## src/rtl/fifo_pong_reader.sv

```systemverilog
// fifo_pong_reader
//
// Drain-side serializer for the ping-pong FIFO. It dequeues one WIDTH-bit
// message from the upstream reader interface, then emits it as BEATS
// beats of BEAT bits each, least-significant beat first, through an
// enq-style writer interface. When the final beat of a message transfers
// in the same cycle that upstream has another message ready, the next
// message is loaded immediately, so back-to-back messages stream with no
// idle cycle between them.
//
// Ports
//   CLK            sole clock, rising edge
//   RST            asynchronous, active-high reset
//   in_first       head message of the upstream FIFO
//   in_first_rdy   in_first is valid
//   in_deq_rdy     upstream accepts a dequeue
//   in_deq_ena     dequeue strobe (one message per high cycle)
//   out_enq_rdy    downstream accepts a beat
//   out_enq_ena    beat transfer strobe (only when out_enq_rdy)
//   out_enq_v      beat data
//   out_enq_last   marks the final beat of a message
//   msg_count      number of messages fully emitted, wraps at 16 bits
module fifo_pong_reader #(
    parameter int WIDTH = 704,
    parameter int BEAT  = 64,
    parameter int BEATS = 11
) (
    input  logic             CLK,
    input  logic             RST,
    input  logic [WIDTH-1:0] in_first,
    input  logic             in_first_rdy,
    input  logic             in_deq_rdy,
    output logic             in_deq_ena,
    input  logic             out_enq_rdy,
    output logic             out_enq_ena,
    output logic [BEAT-1:0]  out_enq_v,
    output logic             out_enq_last,
    output logic [15:0]      msg_count
);

    typedef enum logic {
        IDLE = 1'b0,
        SEND = 1'b1
    } state_t;

    localparam logic [3:0] LAST_IDX = 4'(BEATS - 1);

    state_t           state_reg, state_next;
    logic [3:0]       idx_reg, idx_next;
    logic [WIDTH-1:0] hold_reg, hold_next;
    logic [15:0]      msg_count_reg, msg_count_next;

    logic             at_last;
    logic             beat_xfer;
    logic             take;

    // Holding register viewed as an array of beats; beat 0 is the LSBs.
    logic [BEAT-1:0]  beat_word [BEATS];

    generate
        for (genvar gi = 0; gi < BEATS; gi++) begin : g_beat
            assign beat_word[gi] = hold_reg[gi*BEAT +: BEAT];
        end
    endgenerate

    // Next-state and output logic.
    always_comb begin
        at_last        = (state_reg == SEND) && (idx_reg == LAST_IDX);
        beat_xfer      = (state_reg == SEND) && out_enq_rdy;
        // A new message is accepted when idle, or when the final beat of
        // the current one leaves this very cycle (zero-bubble reload).
        take           = in_first_rdy && in_deq_rdy &&
                         ((state_reg == IDLE) || (beat_xfer && at_last));

        state_next     = state_reg;
        idx_next       = idx_reg;
        hold_next      = hold_reg;
        msg_count_next = msg_count_reg;

        if (beat_xfer) begin
            if (at_last) begin
                msg_count_next = msg_count_reg + 16'd1;
                state_next     = IDLE;
                idx_next       = '0;
            end else begin
                idx_next       = idx_reg + 4'd1;
            end
        end

        // Reload overrides the return to IDLE on a final-beat transfer.
        if (take) begin
            hold_next  = in_first;
            idx_next   = '0;
            state_next = SEND;
        end
    end

    // The dequeue strobe is combinational; it is masked while reset is
    // held so that no upstream message is consumed during reset.
    assign in_deq_ena   = take && !RST;
    assign out_enq_ena  = beat_xfer;
    assign out_enq_last = at_last;
    assign msg_count    = msg_count_reg;

    // Driven from the holding register in every state so the bus stays
    // deterministic (all zero after reset) even while idle.
    always_comb begin
        out_enq_v = '0;
        if (idx_reg <= LAST_IDX) begin
            out_enq_v = beat_word[idx_reg];
        end
    end

    always_ff @(posedge CLK or posedge RST) begin
        if (RST) begin
            state_reg     <= IDLE;
            idx_reg       <= '0;
            hold_reg      <= '0;
            msg_count_reg <= '0;
        end else begin
            state_reg     <= state_next;
            idx_reg       <= idx_next;
            hold_reg      <= hold_next;
            msg_count_reg <= msg_count_next;
        end
    end

endmodule

```

## config.mk

```make
export PLATFORM = sky130hd
export DESIGN_NAME = fifo_pong_reader
export DESIGN_NICKNAME = d
export VERILOG_FILES = /design/src/rtl/fifo_pong_reader.sv
export SDC_FILE = /design/constraint.sdc
export NUM_CORES = 2
export LEC_CHECK = 0
export BUFFER_PORTS_ARGS = -buffer_cell sky130_fd_sc_hd__buf_4
export CORE_MARGIN = 5
export CORE_UTILIZATION = 35
export CTS_BUF_LIST = sky130_fd_sc_hd__clkbuf_8 sky130_fd_sc_hd__clkbuf_16
export DETAILED_ROUTE_END_ITERATION = 7
export GPL_ROUTABILITY_DRIVEN = 0
export HOLD_SLACK_MARGIN = 0.12
export SLEW_MARGIN = 10
export SYNTH_ARGS = -nofsm -noshare
export SYNTH_HDL_FRONTEND = slang
export SYNTH_SLANG_ARGS = --single-unit
```

## constraint.sdc

```tcl
create_clock -name CLK -period 33 [get_ports CLK]
set_input_delay 6.6 -clock CLK [delete_from_list [all_inputs] [get_ports CLK]]
set_output_delay 6.6 -clock CLK [all_outputs]
set_load 0.05 [all_outputs]
```

==> out/metrics.yaml <==
clock_path_buffers: 3
ys_top_cells_by_area: "dfrtp_1, mux2_2, mux2_4"
hpwl_mm: 86.7
rsz0062_at_grt: "false"
wl_met1_mm: 43.3
arrival_ps: 8200
ys_seq_area_share_pct: 54.6
maxUsedRoutingLayer: "met5"
dp_cells: 4171
met2_length_mm: 61.7
skew_ps: 13.4
cp_slowest_cell: "buf_12"
finalNonFillerCells: 4341
syn_area_um2: 33200
coreArea_um2: 94600
htree_levels: 3
synth_nets: 2970
leakage_nw: 19.6
min_period_over_period_pct: 44.9
ios: 792
drv_slew: 0
vias: 22300
wl_per_cell_um: 26.8
syn_inst: 2258
synthArstFlopShare_pct: 100
synth_top_area_share_pct: 54.6
drc: 0
vias_per_cell: 5.13
routed_wl_mm: 116
insertion_delay_ps: 630
drtPass1Iterations: 5
period_minus_slack_ps: 14800
crit_fanout: 169
worstSetupStartpointType: "input port"
p_per_area_nw_per_um2: 104
cp-end-kind: "primary output"
cts_tree: "built"
outcome: "complete, no violations"
critPathMaxStageDelay_ps: 720
cts.reportedPaths.clkPinSlew_ps: 50
worstPathRequired_ps: 26400
crit_top_cell: "buf_4"
yosys.area.top_type: "dfrtp_1"
io_buffers: 791
post_cts_buffers: 0
grt_max_degree: 170
final_nets: 3703
met3_length_mm: 8.63
ctsResizeCount: 0
synth_enable_flop_cells: 0
root_buffer: "clkbuf_16"
antenna_found_initial: 28
fmax_ghz: 0.0676
overflow: 0
final_hold_viol_count: 0
numCtsBuffers: 83
die_h_um: 318
drt_iter0_markers: 1340
slew_headroom_pct: 22.7
drive_gt1_share_pct: 58.6
die_area_um2: 101000
area_growth_pct: 29.2
synth_flop_cell: "dfrtp_1"
crit_type: "input port to primary output"
worstMarginPinSlew_ps: 1160
grt_usage_pct: 22.3
grt_pass1_wl_mm: 169
holdCritPathClass: "flip-flop to flip-flop"
setup_tns_ps: 0
largest_reg_flops: 704
ys_seq_elements: 725
drv_cap: 0
initial_core_util_pct: 35.1
synthDistinctLibCells: 34
postRouteAntennaNets: 0
hold_buffers: 0
rows: 113
syn_avg_cell_area_um2: 14.7
die_w_um: 318
ir_drop_mv: 0.0771
cts_sinks: 725
ys.warnings.count: 0
grt_pass1_vias: 24500
setup_viol: 0
crit_path_cell_trace: "buf_4 -> a21bo_1 -> nor2b_4 -> buf_12 -> and2_1 -> buf_4"
-- final timing paths --
path / depth (start not counted) / startpoint / slack, ps / end
worst max-delay path: 6 / out_enq_rdy / 18200 / in_deq_ena
worst min-delay path: 1 / msg_count[15] / 470 / msg_count[15]
worst max register to register: 10 / idx_reg[0] / 26940 / hold_reg[228]
worst min register to register: 1 / msg_count[15] / 470 / msg_count[15]
max in group asynchronous: 6 / RST / 23090 / hold_reg[415]
min in group asynchronous: 2 / RST / 6020 / hold_reg[372]
-- kinds of logic (layout without fill, tap and decap cells) --
| group | Yosys count | count (layout) | synth area share (%) |
|---|---|---|---|
| compound gates | 198 | 198 | 4.69 |
| xor+xnor | 15 | 15 | 0.395 |
| fa+ha+maj | 3 | 3 | 0.113 |
| buf+inv | 177 | 973 | 2.61 |
| flops | 725 | 725 | 54.6 |
| mux | 961 | 961 | 35.4 |
| other cells | 0 | 22 | 0 |
| simple gates | 179 | 179 | 2.24 |
-- worst max-delay path: cells and delay by family --
family | cells | cell delay, ps
buf+inv | 3 | 1010
compound gates | 1 | 120
simple gates | 2 | 390
-- layout make-up --
cell class                      count  area [µm²]
Antenna cell                       22        55.1
Tap cell                         1265        1580
Inverter                            3        18.8
Multi-Input combinational cell   1356       14300
Sequential cell                   725       18200
Clock inverter                     42         255
Clock buffer                      106        2420
Timing Repair Buffer              822        6210
Fill cell                        8511       51600
-- synth_stat cells, types with 5 or more instances --
| cell | number |
|---|---|
| dfrtp_1 | 725 |
| mux2_2 | 669 |
| nand2_1 | 144 |
| mux2i_1 | 128 |
| mux2_4 | 100 |
| buf_2 | 86 |
| a31oi_1 | 64 |
| mux4_2 | 64 |
| o221ai_1 | 64 |
| o2bb2ai_1 | 64 |
| clkbuf_1 | 59 |
| buf_1 | 16 |
| buf_6 | 12 |
| xnor2_1 | 8 |
| xor2_1 | 7 |
| nor2_1 | 6 |
| nor3_1 | 6 |
| nand3_1 | 5 |
-- through the flow --
stage	setup slack (ps)	hold slack (ps)	instance area, µm²	utilization [%]	total power [W]
3_5_place_dp	18210	467	40200	42.5	0.00359
2_1_floorplan	3300	475	33200	-	0.00287
6_report	18200	473	42900	45.4	0.00445
5_1_grt	18100	504	42900	45.4	0.00468
3_3_place_gp	18200	465	40200	42.5	0.00353
4_1_cts	18200	479	42900	45.3	0.00451
-- where the power goes --
group          switching [W]  leakage [nW]  total, W  internal [W]
clock               0.000371          1.41  0.000900      0.000529
sequential          0.000252          8.93   0.00156       0.00131
combinational        0.00110          9.25   0.00199      0.000890
total                0.00172          19.6   0.00445       0.00273
-- layer usage --
layer	track usage, %	up-vias
met1	25.4	11600
met3	7.37	151
met2	40.3	663
met4	5.74	14
met5	0	-
li1	-	9889
-- placed cells by master, fill, tap and decap left out, drive strengths merged --
master    Yosys  routed
mux2i       128     128
or3           1       1
nand3         5       5
nand4         3       3
clkinv        0      11
bufinv        0       2
and3          1       1
buf         115     822
ha            3       3
diode         0      22
xor2          7       7
nand4b        1       1
clkbuf       59     106
o211ai        1       1
mux4         64      64
and4          2       2
a21oi         4       4
nor2          6       6
xnor2         8       8
inv           3      29
nand2       144     144
dfrtp       725     725
a31oi        64      64
nand2b        1       1
nor2b         3       3
and2          3       3
clkinvlp      0       3
o221ai       64      64
nor3          6       6
and3b         1       1
mux2        769     769
a21bo         1       1
nor3b         2       2
o2bb2ai      64      64
Power figures use the tool's default switching activity.
